$ cat config.mk
export PLATFORM = sky130hd
export DESIGN_NAME = dw01_bindec_seq
export DESIGN_NICKNAME = d
export VERILOG_FILES = /design/src/rtl/dw01_bindec_seq.sv
export SDC_FILE = /design/constraint.sdc
export NUM_CORES = 1
export LEC_CHECK = 0
export ABC_AREA = 1
export ABC_CLOCK_PERIOD_IN_PS = 2600
export BUFFER_PORTS_ARGS = -buffer_cell sky130_fd_sc_hd__clkbuf_2
export CAP_MARGIN = 20
export CORE_ASPECT_RATIO = 0.5
export CORE_MARGIN = 2
export CORE_UTILIZATION = 53
export DETAILED_ROUTE_END_ITERATION = 10
export HOLD_SLACK_MARGIN = 0.08
export PLACE_DENSITY = 0.78
export SYNTH_ARGS = -nofsm -noshare
export SYNTH_HDL_FRONTEND = slang
export SYNTH_SLANG_ARGS = --single-unit
$ cat constraint.sdc
create_clock -name clk -period 2.6 [get_ports clk]
set_clock_uncertainty 0.2 [all_clocks]
set_input_delay 0.26 -clock clk [delete_from_list [all_inputs] [get_ports clk]]
set_output_delay 0.26 -clock clk [all_outputs]
set_load 0.05 [all_outputs]
$ cat src/rtl/dw01_bindec_seq.sv
// dw01_bindec_seq -- registered binary-to-one-hot decoder with valid/ready
// handshakes and an optional "walk" mode that emits one beat per bit, from
// the requested bit down to bit 0.
//
// Optional feature macro: DW01_BINDEC_SWEEP_EN
//   defined   -> walk mode (sweep=1) available, SWEEP state and down-counter present
//   undefined -> sweep input ignored, every request is a single decode, busy=0
//
// Ports:
//   clk        rising-edge clock
//   rst_n      asynchronous active-low reset
//   in_valid   request present            in_ready   request accepted this cycle
//   addr       bit number to decode       sweep      1 = walk mode, 0 = single decode
//   out_valid  output beat present        out_ready  downstream takes the beat
//   A          one-hot (or zero) word     err        beat is an out-of-range address
//   busy       high while walking (SWEEP state)
module dw01_bindec_seq #(
    parameter int A_width    = 32,
    parameter int ADDR_width = 6
) (
    input  logic                  clk,
    input  logic                  rst_n,
    input  logic                  in_valid,
    output logic                  in_ready,
    input  logic [ADDR_width-1:0] addr,
    input  logic                  sweep,
    output logic                  out_valid,
    input  logic                  out_ready,
    output logic [A_width-1:0]    A,
    output logic                  err,
    output logic                  busy
);

    typedef enum logic [1:0] {IDLE, HOLD, SWEEP} state_t;

    localparam logic [ADDR_width:0]  A_LIM = (ADDR_width+1)'(A_width);
    localparam logic [A_width-1:0]   ONE   = A_width'(1);

    state_t             state, state_n;
    logic [A_width-1:0] a_q, a_n;
    logic               err_q, err_n;
    logic               accept, consume;
    logic               is_null, in_range, do_sweep;

    assign out_valid = (state != IDLE);
    assign in_ready  = (state == IDLE) || ((state == HOLD) && out_ready);
    assign accept    = in_valid && in_ready;
    assign consume   = out_valid && out_ready;
    assign A         = a_q;
    assign err       = err_q;

    assign is_null  = (addr == '1);
    assign in_range = ({1'b0, addr} < A_LIM);

`ifdef DW01_BINDEC_SWEEP_EN
    // cnt_q holds the bit number of the next beat to present while walking.
    logic [ADDR_width-1:0] cnt_q, cnt_n;

    assign do_sweep = sweep && in_range && (addr != '0);
    assign busy     = (state == SWEEP);

    always_ff @(posedge clk or negedge rst_n) begin
        if (!rst_n) cnt_q <= '0;
        else        cnt_q <= cnt_n;
    end
`else
    logic unused_sweep;
    assign unused_sweep = sweep;
    assign do_sweep     = 1'b0;
    assign busy         = 1'b0;
`endif

    always_ff @(posedge clk or negedge rst_n) begin
        if (!rst_n) begin
            state <= IDLE;
            a_q   <= '0;
            err_q <= 1'b0;
        end else begin
            state <= state_n;
            a_q   <= a_n;
            err_q <= err_n;
        end
    end

    always_comb begin
        state_n = state;
        a_n     = a_q;
        err_n   = err_q;
`ifdef DW01_BINDEC_SWEEP_EN
        cnt_n   = cnt_q;
`endif
        case (state)
            IDLE, HOLD: begin
                if (accept) begin
                    // New request: null code and out-of-range both give a
                    // zero word; only out-of-range is flagged as an error.
                    state_n = HOLD;
                    err_n   = 1'b0;
                    if (is_null) begin
                        a_n = '0;
                    end else if (!in_range) begin
                        a_n   = '0;
                        err_n = 1'b1;
                    end else begin
                        a_n = ONE << addr;
                    end
                    if (do_sweep) begin
                        state_n = SWEEP;
`ifdef DW01_BINDEC_SWEEP_EN
                        cnt_n   = addr - ADDR_width'(1);
`endif
                    end
                end else if ((state == HOLD) && consume) begin
                    state_n = IDLE;
                    a_n     = '0;
                    err_n   = 1'b0;
                end
            end
            SWEEP: begin
`ifdef DW01_BINDEC_SWEEP_EN
                // The bit-0 beat is presented from HOLD, so busy drops as the
                // final beat goes out and the counter never goes below zero.
                if (consume) begin
                    a_n = ONE << cnt_q;
                    if (cnt_q == '0) state_n = HOLD;
                    else             cnt_n   = cnt_q - ADDR_width'(1);
                end
`else
                state_n = IDLE;
`endif
            end
            default: state_n = IDLE;
        endcase
    end

endmodule

==> results of run 1 <==
cell usage after synthesis:
cell type	number	area [um2]
buf_2	1	5.00
buf_4	2	15.0
buf_6	2	22.5
buf_8	1	15.0
conb_1	1	3.75
dfrtp_1	34	851
inv_1	7	26.3
nand2_1	84	315
nand2_2	11	68.8
nand3_1	17	85.1
nor2_1	16	60.1
nor2_2	3	18.8
o21ai_2	1	8.76
flip-flops by register name, summed over array words and instances (netlist names):
signal / cells
err: 1
A: 32
state: 1
cell usage in the layout, fill, tap and decap left out, drive strengths merged, types with 7 or more instances in the layout:
master	n
dfrtp	34
nand3	17
inv	7
nand2	95
clkbuf	51
nor2	19
layer usage:
layer	vias to the layer above	track usage, %	part of all wire [%]
li1	640	-	-
met1	592	29.6	46
met2	59	35.3	46
met3	5	6.96	7.2
met4	0	8.97	0.90
met5	-	0	0
metrics by stage:
step / total power [W] / util, %
after floorplan: 0.000657 / -
after global placement: 0.000686 / 65.0
after detailed placement: 0.000688 / 65.0
after CTS: 0.00109 / 68.8
after global routing: 0.00112 / 68.8
final: 0.00108 / 68.8
worst paths after layout:
kind | startpoint | end | slack [ps] | cells past startpoint
worst max register to register | state[0] | A[3] | 850 | 4
min in group asynchronous | rst_n | A[31] | 390 | 2
max in group asynchronous | rst_n | err | 1270 | 2
worst min register to register | A[25] | A[25] | 280 | 2
worst max-delay path | state[0] | A[3] | 850 | 4
worst min-delay path | addr[4] | err | 90 | 4
final cells by class:
cell class | instances | area, um2
clock buffer | 7 | 86.3
timing repair buffer | 46 | 238
multi-input combinational | 133 | 561
tap | 37 | 46.3
sequential | 34 | 851
clock inverter | 1 | 5.00
fill | 234 | 822
inverter | 7 | 26.3
timing repair:
action / CTS / global route
hold buffers: 1 / 0
hold endpoints to repair: 34 / 0
gates resized for setup: 0 / 0
where the power goes:
| part | switching [W] | internal [W] | total (W) |
|---|---|---|---|
| Sequential | 0.00000589 | 0.000538 | 0.000543 |
| Combinational | 0.000109 | 0.0000272 | 0.000136 |
| Clock | 0.000188 | 0.000213 | 0.000401 |
| Total | 0.000303 | 0.000778 | 0.00108 |
logic make-up after synthesis:
logic type             share of synthesized area [%]
AND/OR/NAND/NOR                                 36.7
flip-flops                                      56.9
buffers and inverters                           5.61
AO/OA/AOI/OAI                                  0.586
other                                          0.251
worst register-to-register path: stages (launching register included):
cell	delay [ps]
dfrtp_1	410
o21ai_2	530
buf_4	380
nand2_1	80
nand2_1	80
==> impl_metrics.py, run 1 <==
metrics = {
    "status": {
        "status": "finished, final reports clean",
    },
    "critical_path": {
        "critPathMaxStageDelay_ps": 530,
        "cp-end-kind": "flop",
        "start_kind": "flop",
        "crit_path_max_fanout": 18,
        "cp.arrival_ps": 1770,
        "crit_slowest_cell": "o21ai_2",
        "worstPathRequired_ps": 2620,
        "crit_top_cell": "nand2_1",
        "criticalPathCategory": "flop to flop",
        "cp_top_family": "compound AO/OA/AOI/OAI gates",
        "cp.buffers_inverters": 1,
        "critical_path.cell_chain": "o21ai_2 > buf_4 > nand2_1 > nand2_1",
    },
    "die": {
        "die_h_um": 41.6,
        "start_util_pct": 56.7,
        "num_io_pins": 47,
        "die_area_um2": 3290,
        "die_x_um": 79.1,
        "rows": 13,
        "core-area_um2": 2640,
    },
    "global_routing": {
        "antenna_found_initial": 0,
        "gr-usage-all-layers_pct": 22.5,
        "grt_pass1_vias": 1250,
        "grt_pass1_wl_mm": 5.63,
        "overflow": 0,
        "grt_max_degree": 35,
    },
    "finish": {
        "syn2layout_area_growth_pct": 21.3,
        "fin_area_um2": 1810,
        "drive_above_1_share_pct": 29.4,
        "antenna_cells": 0,
        "fin_cells": 265,
        "final_net_count": 238,
    },
    "place": {
        "placed_cell_area_um2": 1710,
        "dp_cells": 256,
        "dpl_worst_slack_ps": 887,
        "gp_congestion": 0.913,
        "port_buffers": 44,
        "dp_hpwl_mm": 2.33,
    },
    "sta": {
        "rsz0062_at_grt": "no",
        "worstMarginPinSlew_ps": 828,
        "drv_slew": 0,
        "worst_slack_ps": 853,
        "fin_crit_sh_pct": 67.2,
        "fmax_mhz": 572,
        "hold_ws_ps": 86.7,
        "setup_violations": 0,
        "finalHoldViolations": 0,
        "fin_crit_ps": 1750,
        "setup-tns-final_ps": 0,
        "slew-limit-headroom_pct": 44.8,
    },
    "pwr": {
        "p_leak_nw": 1.09,
        "power.density_nw_per_um2": 596,
        "ir_drop_v": 0.000324,
    },
    "clocking": {
        "clkTransAtPathRegs_ps": 70,
        "insertion_delay_ps": 280,
        "post_cts_buffers": 0,
        "clock-sinks": 34,
        "htreeDepth": 2,
        "clk_path_buf_depth": 2,
        "cts-root-buf": "clkbuf_8",
        "cts_tree": "built",
        "cts-buffers-inserted": 5,
    },
    "synth": {
        "ys_warn_count": 0,
        "syn_area_um2": 1500,
        "synth_seq_area_share_pct": 56.9,
        "synth_cell_types": 13,
        "syn_avg_cell_area_um2": 8.31,
        "ys_seq_elements": 34,
        "syn_inst": 180,
        "synthesis.nets": 191,
    },
    "drt": {
        "viasPerCell": 4.89,
        "vias": 1296,
        "ant_nets": 0,
        "drc": 0,
        "drtIter0Drc": 54,
        "routed_wl_mm": 3.24,
        "avgRoutedWirePerCell_um": 12.2,
        "firstDrtPassIters": 4,
    },
    "hold_path": {
        "hold_class": "primary input to flop",
    },
    "flow_run": {
        "maxCapViolCount": 0,
    },
}
No activity file was read; power rests on OpenSTA's default activity.
==> run 2: changes to the inputs <==
ABC_AREA = 0   (was 1)
ABC_CLOCK_PERIOD_IN_PS = 1700   (was 2600)
CORE_UTILIZATION = 50   (was 53)
PLACE_DENSITY = 0.74   (was 0.78)
clock period = 1.7 ns   (was 2.6 ns; I/O delays follow)
==> impl_metrics.py, run 2 <==
metrics = {
    "drt": {
        "firstDrtPassIters": 4,
        "drtIter0Drc": 64,
        "avgRoutedWirePerCell_um": 16.4,
        "viasPerCell": 5.51,
        "drc": 0,
        "ant_nets": 0,
        "routed_wl_mm": 3.63,
        "vias": 1224,
    },
    "finish": {
        "fin_area_um2": 2040,
        "mostFrequentLayoutCells": "clkbuf_2, dfrtp_1, a22o_1",
        "syn2layout_area_growth_pct": 32.3,
        "final_common_cell": "clkbuf_2",
        "final_net_count": 192,
        "drive_above_1_share_pct": 43.4,
        "antenna_cells": 0,
        "largest_reg_flops": 32,
    },
    "global_routing": {
        "grt_max_degree": 35,
        "overflow": 0,
        "gr-usage-all-layers_pct": 23.9,
        "grt_pass1_wl_mm": 6.07,
        "grt_pass1_vias": 1165,
        "antenna_found_initial": 0,
    },
    "hold_path": {
        "min_to": "A[13]",
        "hold_depth": 4,
        "hold_class": "primary input to flop",
        "worstHoldStart": "addr[0]",
    },
    "place": {
        "port_buffers": 44,
        "placed_cell_area_um2": 1840,
        "gp_congestion": 0.761,
        "dp_hpwl_mm": 2.41,
    },
    "clocking": {
        "insertion_delay_ps": 290,
        "htreeDepth": 2,
        "cts_tree": "built",
        "clock-sinks": 34,
        "clkTransAtPathRegs_ps": 70,
        "cts-root-buf": "clkbuf_8",
        "clk_path_buf_depth": 2,
        "cts-buffers-inserted": 5,
    },
    "pwr": {
        "ir_drop_v": 0.000492,
        "total_power_w": 0.00173,
        "power.density_nw_per_um2": 845,
        "p_leak_nw": 1.00,
    },
    "die": {
        "rows": 14,
        "start_util_pct": 51.8,
        "die_h_um": 43.3,
        "core-area_um2": 2980,
        "die_area_um2": 3580,
        "die_x_um": 82.6,
        "num_io_pins": 47,
    },
    "synth": {
        "ys_warn_count": 0,
        "syn_inst": 121,
        "synth_cell_types": 30,
        "synthesis.nets": 132,
        "synth_edf_count": 0,
        "synthArstFlopShare_pct": 100,
        "yosys-top-cells-count": "dfrtp_1, a22o_1, nand2_1",
        "ys.flop_type": "dfrtp_1",
        "synth_top_area_share_pct": 55.1,
        "synth.most_common_cell": "dfrtp_1",
        "syn_area_um2": 1540,
        "yosysTopAreaCell": "dfrtp_1",
        "syn_avg_cell_area_um2": 12.8,
        "synth.area.top_cells": "dfrtp_1, a22o_1, nor4b_4",
        "synth_seq_area_share_pct": 55.1,
        "ys_seq_elements": 34,
    },
    "critical_path": {
        "crit_path_max_fanout": 9,
        "rrSetupSlack_ps": 200,
        "cp.arrival_ps": 1680,
        "r2r_cells": 4,
        "start_kind": "primary input",
        "cp.buffers_inverters": 2,
        "criticalPathCategory": "primary input to flop",
        "cp-end-kind": "flop",
        "cp_top_family": "buffers and inverters",
        "crit_slowest_cell": "dlygate4sd3_1",
        "critPathMaxStageDelay_ps": 540,
        "r2r-end": "A[11]",
        "critical_path.cell_chain": "dlygate4sd3_1 > clkbuf_4 > nand2b_2 > nor4b_4 > a22o_1",
        "worstPathRequired_ps": 1740,
        "timing.rr.start": "state[0]",
    },
    "sta": {
        "fin_crit_sh_pct": 96.6,
        "fmax_mhz": 609,
        "finalHoldViolations": 0,
        "drv_slew": 0,
        "setup_violations": 0,
        "setup-tns-final_ps": 0,
        "fin_crit_ps": 1640,
    },
    "flow_run": {
        "maxCapViolCount": 0,
    },
    "status": {
        "status": "finished, final reports clean",
    },
}
==> run 2: per-stage QoR <==
stage	hold slack [ps]	worst slack (ps)	std cells	utilization, %
5_1_grt	205	-2.62	222	68.6
3_3_place_gp	16.9	-217	205	61.8
3_5_place_dp	27.3	-264	205	61.8
6_report	188	57.6	222	68.6
4_1_cts	176	21.2	220	67.6
2_1_floorplan	-326	29.5	121	-
==> run 2: worst max-delay path by stage <==
stage                          end     start  slack, ps  cells past startpoint
after global routing          A[6]  in_valid         -3                      5
after CTS                 in_ready  state[0]         20                      3
final                         A[4]  in_valid         60                      5
after detailed placement      A[5]  state[0]       -260                      3
after floorplan              A[29]  state[0]         30                      5
after global placement        A[3]  state[0]       -220                      4
==> run 2: report_power, final <==
group / switching, W / internal (W)
Sequential: 0.00000746 / 0.000822
Combinational: 0.000183 / 0.0000861
Clock: 0.000303 / 0.000325
==> run 2: cell type report <==
| type | instances | area, um2 |
|---|---|---|
| fill | 229 | 935 |
| sequential | 34 | 852 |
| multi-input combinational | 78 | 663 |
| timing repair buffer | 60 | 373 |
| clock buffer | 6 | 82.6 |
| tap | 40 | 50.0 |
| clock inverter | 2 | 12.5 |
| inverter | 2 | 10.0 |
==> run 2: cell families after synthesis <==
group,count (synthesis),share of synthesized area (%)
simple gates,43,21.4
other cells,1,0.243
buf+inv,9,3.40
compound gates,33,19.2
flops,34,55.1
mux,1,0.648
==> run 2: routing by layer <==
layer	vias to the layer above	wire [um]	GRT usage (%)
li1	577	-	-
met1	602	1700	35.1
met2	38	1680	32.9
met3	7	192	8.09
met4	0	65	8.20
met5	-	0	0
==> run 2: timing repair <==
action	4_1_cts	5_1_grt
endpoints found under the hold margin	41	0
gates resized for setup	2	4
pin swaps	0	1
hold buffers	7	0
buffers inserted	0	2
setup endpoints to repair	33	12
==> run 2: tightest hold or removal path, cell delays in order <==
cell      delay, ps
clkbuf_2        110
and2_1          210
nand2_1          80
o21ai_1          60
